**src/rtl/uart_receiver_if.sv**
```systemverilog
// Byte handshake between uart_receiver (master) and its consumer (slave).
interface uart_receiver_if;
   logic [7:0] data_out;
   logic       data_out_valid;
   logic       data_out_ready;

   modport master (
      output data_out,
      output data_out_valid,
      input  data_out_ready
   );

   modport slave (
      input  data_out,
      input  data_out_valid,
      output data_out_ready
   );
endinterface

```
**src/rtl/uart_receiver.sv**
```systemverilog
// 8N1 UART receiver with a single-entry ready/valid output buffer and sticky overrun.
// Optional stop-bit checking is enabled by defining UART_RX_FRAMING_CHECK_EN.
module uart_receiver #(
   parameter int CLOCK_FREQ = 50_000_000,
   parameter int BAUD_RATE  = 115_200
) (
   input  logic            clk,
   input  logic            rst,
   input  logic            serial_in,
   uart_receiver_if.master out_if,
   output logic            overrun,
   output logic            framing_error
);
   localparam int SYMBOL_EDGE_TIME = CLOCK_FREQ / BAUD_RATE;
   localparam int SAMPLE_TIME      = SYMBOL_EDGE_TIME / 2;
   localparam int CW               = (SYMBOL_EDGE_TIME > 1) ? $clog2(SYMBOL_EDGE_TIME) : 1;
   localparam logic [CW-1:0] SAMPLE_LAST = CW'(SAMPLE_TIME - 1);
   localparam logic [CW-1:0] SYMBOL_LAST = CW'(SYMBOL_EDGE_TIME - 1);

   typedef enum logic [1:0] {
      S_IDLE,
      S_START,
      S_DATA,
      S_STOP
   } state_t;

   state_t        state_q;
   logic [1:0]    rx_sync_q;
   logic [CW-1:0] clk_cnt_q;
   logic [2:0]    bit_idx_q;
   logic [7:0]    shift_q;
   logic [7:0]    data_out_q;
   logic          data_out_valid_q;
   logic          overrun_q;
   logic          rx;
   logic          transfer;
   logic          can_load;

   assign rx       = rx_sync_q[1];
   assign transfer = data_out_valid_q && out_if.data_out_ready;
   // A byte may enter the buffer when it is empty or being drained this cycle.
   assign can_load = !data_out_valid_q || transfer;

   assign out_if.data_out       = data_out_q;
   assign out_if.data_out_valid = data_out_valid_q;
   assign overrun               = overrun_q;

   always_ff @(posedge clk) begin
      if (rst) begin
         rx_sync_q <= 2'b11;
      end else begin
         rx_sync_q <= {rx_sync_q[0], serial_in};
      end
   end

`ifdef UART_RX_FRAMING_CHECK_EN
   logic framing_error_q;
   logic wait_high_q;
   assign framing_error = framing_error_q;
`else
   assign framing_error = 1'b0;
`endif

   always_ff @(posedge clk) begin
      if (rst) begin
         state_q          <= S_IDLE;
         clk_cnt_q        <= '0;
         bit_idx_q        <= '0;
         shift_q          <= '0;
         data_out_q       <= '0;
         data_out_valid_q <= 1'b0;
         overrun_q        <= 1'b0;
`ifdef UART_RX_FRAMING_CHECK_EN
         framing_error_q  <= 1'b0;
         wait_high_q      <= 1'b0;
`endif
      end else begin
`ifdef UART_RX_FRAMING_CHECK_EN
         framing_error_q <= 1'b0;
`endif
         if (transfer) begin
            data_out_valid_q <= 1'b0;
            overrun_q        <= 1'b0;
         end

         case (state_q)
            S_IDLE: begin
               clk_cnt_q <= '0;
               bit_idx_q <= '0;
`ifdef UART_RX_FRAMING_CHECK_EN
               // After a bad stop bit the line must return high before re-arming.
               if (rx) begin
                  wait_high_q <= 1'b0;
               end else if (!wait_high_q) begin
                  state_q <= S_START;
               end
`else
               if (!rx) begin
                  state_q <= S_START;
               end
`endif
            end

            S_START: begin
               if (clk_cnt_q == SAMPLE_LAST) begin
                  clk_cnt_q <= '0;
                  bit_idx_q <= '0;
                  state_q   <= rx ? S_IDLE : S_DATA;
               end else begin
                  clk_cnt_q <= clk_cnt_q + CW'(1);
               end
            end

            S_DATA: begin
               if (clk_cnt_q == SYMBOL_LAST) begin
                  clk_cnt_q          <= '0;
                  shift_q[bit_idx_q] <= rx;
                  bit_idx_q          <= bit_idx_q + 3'd1;
                  if (bit_idx_q == 3'd7) begin
                     state_q <= S_STOP;
                  end
               end else begin
                  clk_cnt_q <= clk_cnt_q + CW'(1);
               end
            end

            S_STOP: begin
               if (clk_cnt_q == SYMBOL_LAST) begin
                  clk_cnt_q <= '0;
                  state_q   <= S_IDLE;
`ifdef UART_RX_FRAMING_CHECK_EN
                  if (!rx) begin
                     framing_error_q <= 1'b1;
                     wait_high_q     <= 1'b1;
                  end else if (can_load) begin
                     data_out_q       <= shift_q;
                     data_out_valid_q <= 1'b1;
                  end else begin
                     overrun_q <= 1'b1;
                  end
`else
                  if (can_load) begin
                     data_out_q       <= shift_q;
                     data_out_valid_q <= 1'b1;
                  end else begin
                     overrun_q <= 1'b1;
                  end
`endif
               end else begin
                  clk_cnt_q <= clk_cnt_q + CW'(1);
               end
            end

            default: begin
               state_q   <= S_IDLE;
               clk_cnt_q <= '0;
            end
         endcase
      end
   end
endmodule
```
**src/flat_wrapper.sv**
```systemverilog
// flat-port wrapper written by rule: the top's interface ports become plain ports
module uart_receiver_flat 
#(
   parameter int CLOCK_FREQ = 50_000_000,
   parameter int BAUD_RATE  = 115_200
)
  (clk, rst, serial_in, overrun, framing_error, out_if_data_out, out_if_data_out_valid, out_if_data_out_ready);
  uart_receiver_if out_if_i ();
  input  logic clk;
  input  logic rst;
  input  logic serial_in;
  output logic overrun;
  output logic framing_error;
  output wire logic [$bits(out_if_i.data_out)-1:0] out_if_data_out;
  output wire logic [$bits(out_if_i.data_out_valid)-1:0] out_if_data_out_valid;
  input wire logic [$bits(out_if_i.data_out_ready)-1:0] out_if_data_out_ready;
  assign out_if_data_out = out_if_i.data_out;
  assign out_if_data_out_valid = out_if_i.data_out_valid;
  assign out_if_i.data_out_ready = out_if_data_out_ready;
  uart_receiver #(.CLOCK_FREQ(CLOCK_FREQ), .BAUD_RATE(BAUD_RATE)) u_core (.clk(clk), .rst(rst), .serial_in(serial_in), .out_if(out_if_i), .overrun(overrun), .framing_error(framing_error));
endmodule
```
**config.mk**
```make
export PLATFORM = sky130hd
export DESIGN_NAME = uart_receiver_flat
export DESIGN_NICKNAME = d
export VERILOG_FILES = /design/src/rtl/uart_receiver_if.sv /design/src/rtl/uart_receiver.sv /design/src/flat_wrapper.sv
export SDC_FILE = /design/constraint.sdc
export NUM_CORES = 1
export LEC_CHECK = 0
export ABC_AREA = 1
export ABC_CLOCK_PERIOD_IN_PS = 1900
export CORE_ASPECT_RATIO = 0.8
export CORE_MARGIN = 5
export CORE_UTILIZATION = 51
export CTS_BUF_LIST = sky130_fd_sc_hd__clkbuf_4
export DETAILED_ROUTE_END_ITERATION = 16
export DONT_BUFFER_PORTS = 1
export PLACE_DENSITY = 0.66
export SYNTH_ARGS = -nofsm -noshare
export SYNTH_HDL_FRONTEND = slang
export SYNTH_SLANG_ARGS = --single-unit
```
**constraint.sdc**
```tcl
create_clock -name clk -period 1.9 [get_ports clk]
set_input_delay 0.38 -clock clk [delete_from_list [all_inputs] [get_ports clk]]
set_output_delay 0.38 -clock clk [all_outputs]
set_load 0.05 [all_outputs]
```
==> reports/results.ini <==
[status]
status=finished, final reports clean

[route]
firstDrtPassIters=4
routed_via_density=5.04
final_antenna_net_count=0
vias=1306
drt_iter0_drc=106
wirelength_um=2940
wl_per_cell_um=11.4
post-route-drc-count=0

[floorplan]
initial_core_util_pct=51.8
coreArea_um2=3020
pin_count=15
dieArea_um2=4280
die_h_um=59.5
fp.dieW_um=71.9
rows=18

[clock_tree]
ctsResizeCount=0
clock_latency_ns=0.34
htreeDepth=2
clkSinkCount=34
path_clk_slew_ns=0.11
hold_buffers=0
cts_buffer_depth=2
numCtsBuffers=5
cts_tree=yes
cts_root_buffer=clkbuf_4
post_cts_buffers=0

[sta]
fmax_mhz=640
max_slew.worst_pin.slew_ns=0.537
grt_setup_unrepaired=no
slew_viol_final=0
setup_viol=0
finalClockSkew_ns=0.0131
period_needed_ns=1.56
setup_tns_ns=0
finalCritPeriodShare_pct=82.3
timing.max_slew.rel_slack_pct=64.2
finalHoldViolations=0

[final_layout]
n_antenna_cell=0
layoutNonFillerInstCount=259
n_fill_cell=310
syn_to_final_growth_pct=5.92
layout-drive-gt1-share_pct=9.59
finalInstanceArea_um2=1660
num-nets-final=227

[synthesis]
ys_seq_area_share_pct=43.6
synth_cell_types=23
synth_cells=213
yosysWarnings=0
ys_seq_elements=34
synth_nets=222
synth.avg_cell_area_um2=7.34
netlist_area_um2=1560

[worst_setup_path]
arrival_ns=1.80
crit_path_start_kind=flip-flop
cp-end-kind=flip-flop
required_ns=2.13
crit_fanout=8
critPathKind=flip-flop to flip-flop

[grt]
grt_max_degree=17
antenna_found_initial=0
grt_pass1_vias=1197
grt_usage_pct=15.9
grt_pass1_wl_um=5220
grt.overflow.total=0

[power_and_ir_drop]
power_leakage_nw=0.680
vdd_drop_max_mv=0.494
p_per_area_nw_per_um2=730

[placed_design]
port_buffers=0
dpl.cell_count=251
place_congestion=0.848
place_area_um2=1600
dpl.hpwl_um=2220

[min_path]
hold_path_class=primary input to flip-flop

[run]
drv_cap=0

worst paths after layout:
path | cells past startpoint | from | to | slack (ns)
max | 8 | u_core.clk_cnt_q[0] | u_core.out_if.data_out[1] | 0.34
min | 1 | rst | u_core.out_if.data_out[2] | 0.09
max reg2reg | 8 | u_core.clk_cnt_q[0] | u_core.out_if.data_out[1] | 0.34
min reg2reg | 1 | u_core.rx_sync_q[0] | u_core.rx_sync_q[1] | 0.43
layout by cell type (no fill, tap or decap), drive strengths merged:
cell	count
a21oi	24
inv	24
nand3	21
clkbuf	6
xnor2	2
ha	5
nand2	45
buf	2
nor3	3
dfxtp	34
nor2	35
conb	1
o21ai	8
xor2	3
or2	2
nand4	1
clkinv	3
cells in the mapped netlist, drive strengths merged:
master   n  area share (%)
clkinv   1            0.32
inv     24             5.8
nand3   21             6.7
conb     1            0.24
xnor2    2             1.1
xor2     3             1.7
clkbuf   2            0.48
nor2    35              11
ha       5             4.0
a21oi   24             7.7
nand2   45              12
nor3     3            0.96
or2      2            0.80
o21ai    8             2.6
nand4    1            0.40
buf      2             1.2
dfxtp   34              44
metal layers:
metal / global-route usage, % / vias to the layer above / part of all wire, %
met1: 21.4 / 591 / 51
li1: - / 687 / -
met2: 22.4 / 24 / 41
met5: 0 / - / 0
met4: 6.43 / 0 / 1.2
met3: 6.61 / 4 / 6.9
state kept, by name (all words and copies together) (netlist names), named ones only:
signal,cells
u_core.clk_cnt_q,9
u_core.out_if.data_out,8
u_core.shift_q,8
u_core.bit_idx_q,3
u_core.rx_sync_q,2
u_core.out_if.data_out_valid,1
u_core.overrun,1
u_core.state_q,1
through the flow:
step                hold slack [ns]  worst slack, ns  util, %  total power, mW
floorplan                     0.389            0.493        -            0.814
global placement              0.401            0.397     53.1            0.823
detailed placement            0.406            0.337     53.1            0.827
CTS                          0.0926            0.321     54.9             1.21
global route                 0.0650            0.149     54.9             1.26
finish                       0.0908            0.336     54.9             1.21
report_power, final:
part	leakage [nW]	switching [mW]	internal, mW
Combinational	0.373	0.0543	0.0243
Sequential	0.275	0.0103	0.722
Clock	0.0331	0.243	0.153
Total	0.680	0.308	0.900
cell families after synthesis:
logic type | share of synthesized area [%]
adders and majority gates | 4.00
DFF | 43.6
xor gates and xnor gates | 2.80
other | 0.240
buffers and inverters | 7.77
and+or+nand+nor | 31.4
AOI/OAI and AO/OA | 10.2
layout make-up:
| cell class | count | area, µm² | share of cell area, % |
|---|---|---|---|
| Clock buffer | 6 | 45.0 | 2.72 |
| Clock inverter | 2 | 8.76 | 0.529 |
| Inverter | 25 | 95.1 | 5.74 |
| Multi-Input combinational cell | 150 | 761 | 46.0 |
| Sequential cell | 34 | 681 | 41.1 |
| Tap cell | 40 | 50.0 | 3.02 |
| Timing Repair Buffer | 2 | 15.0 | 0.907 |
critical path, stage by stage (launching register included):
cell and delay (ns):
dfxtp_1 0.42, ha_1 0.20, nand2_1 0.06, nor2_1 0.12, nand2_2 0.10, nor2_2 0.17, nand2_1 0.22, nand2_1 0.12
a21oi_1 0.07
No activity file was read; power rests on OpenSTA's default activity.
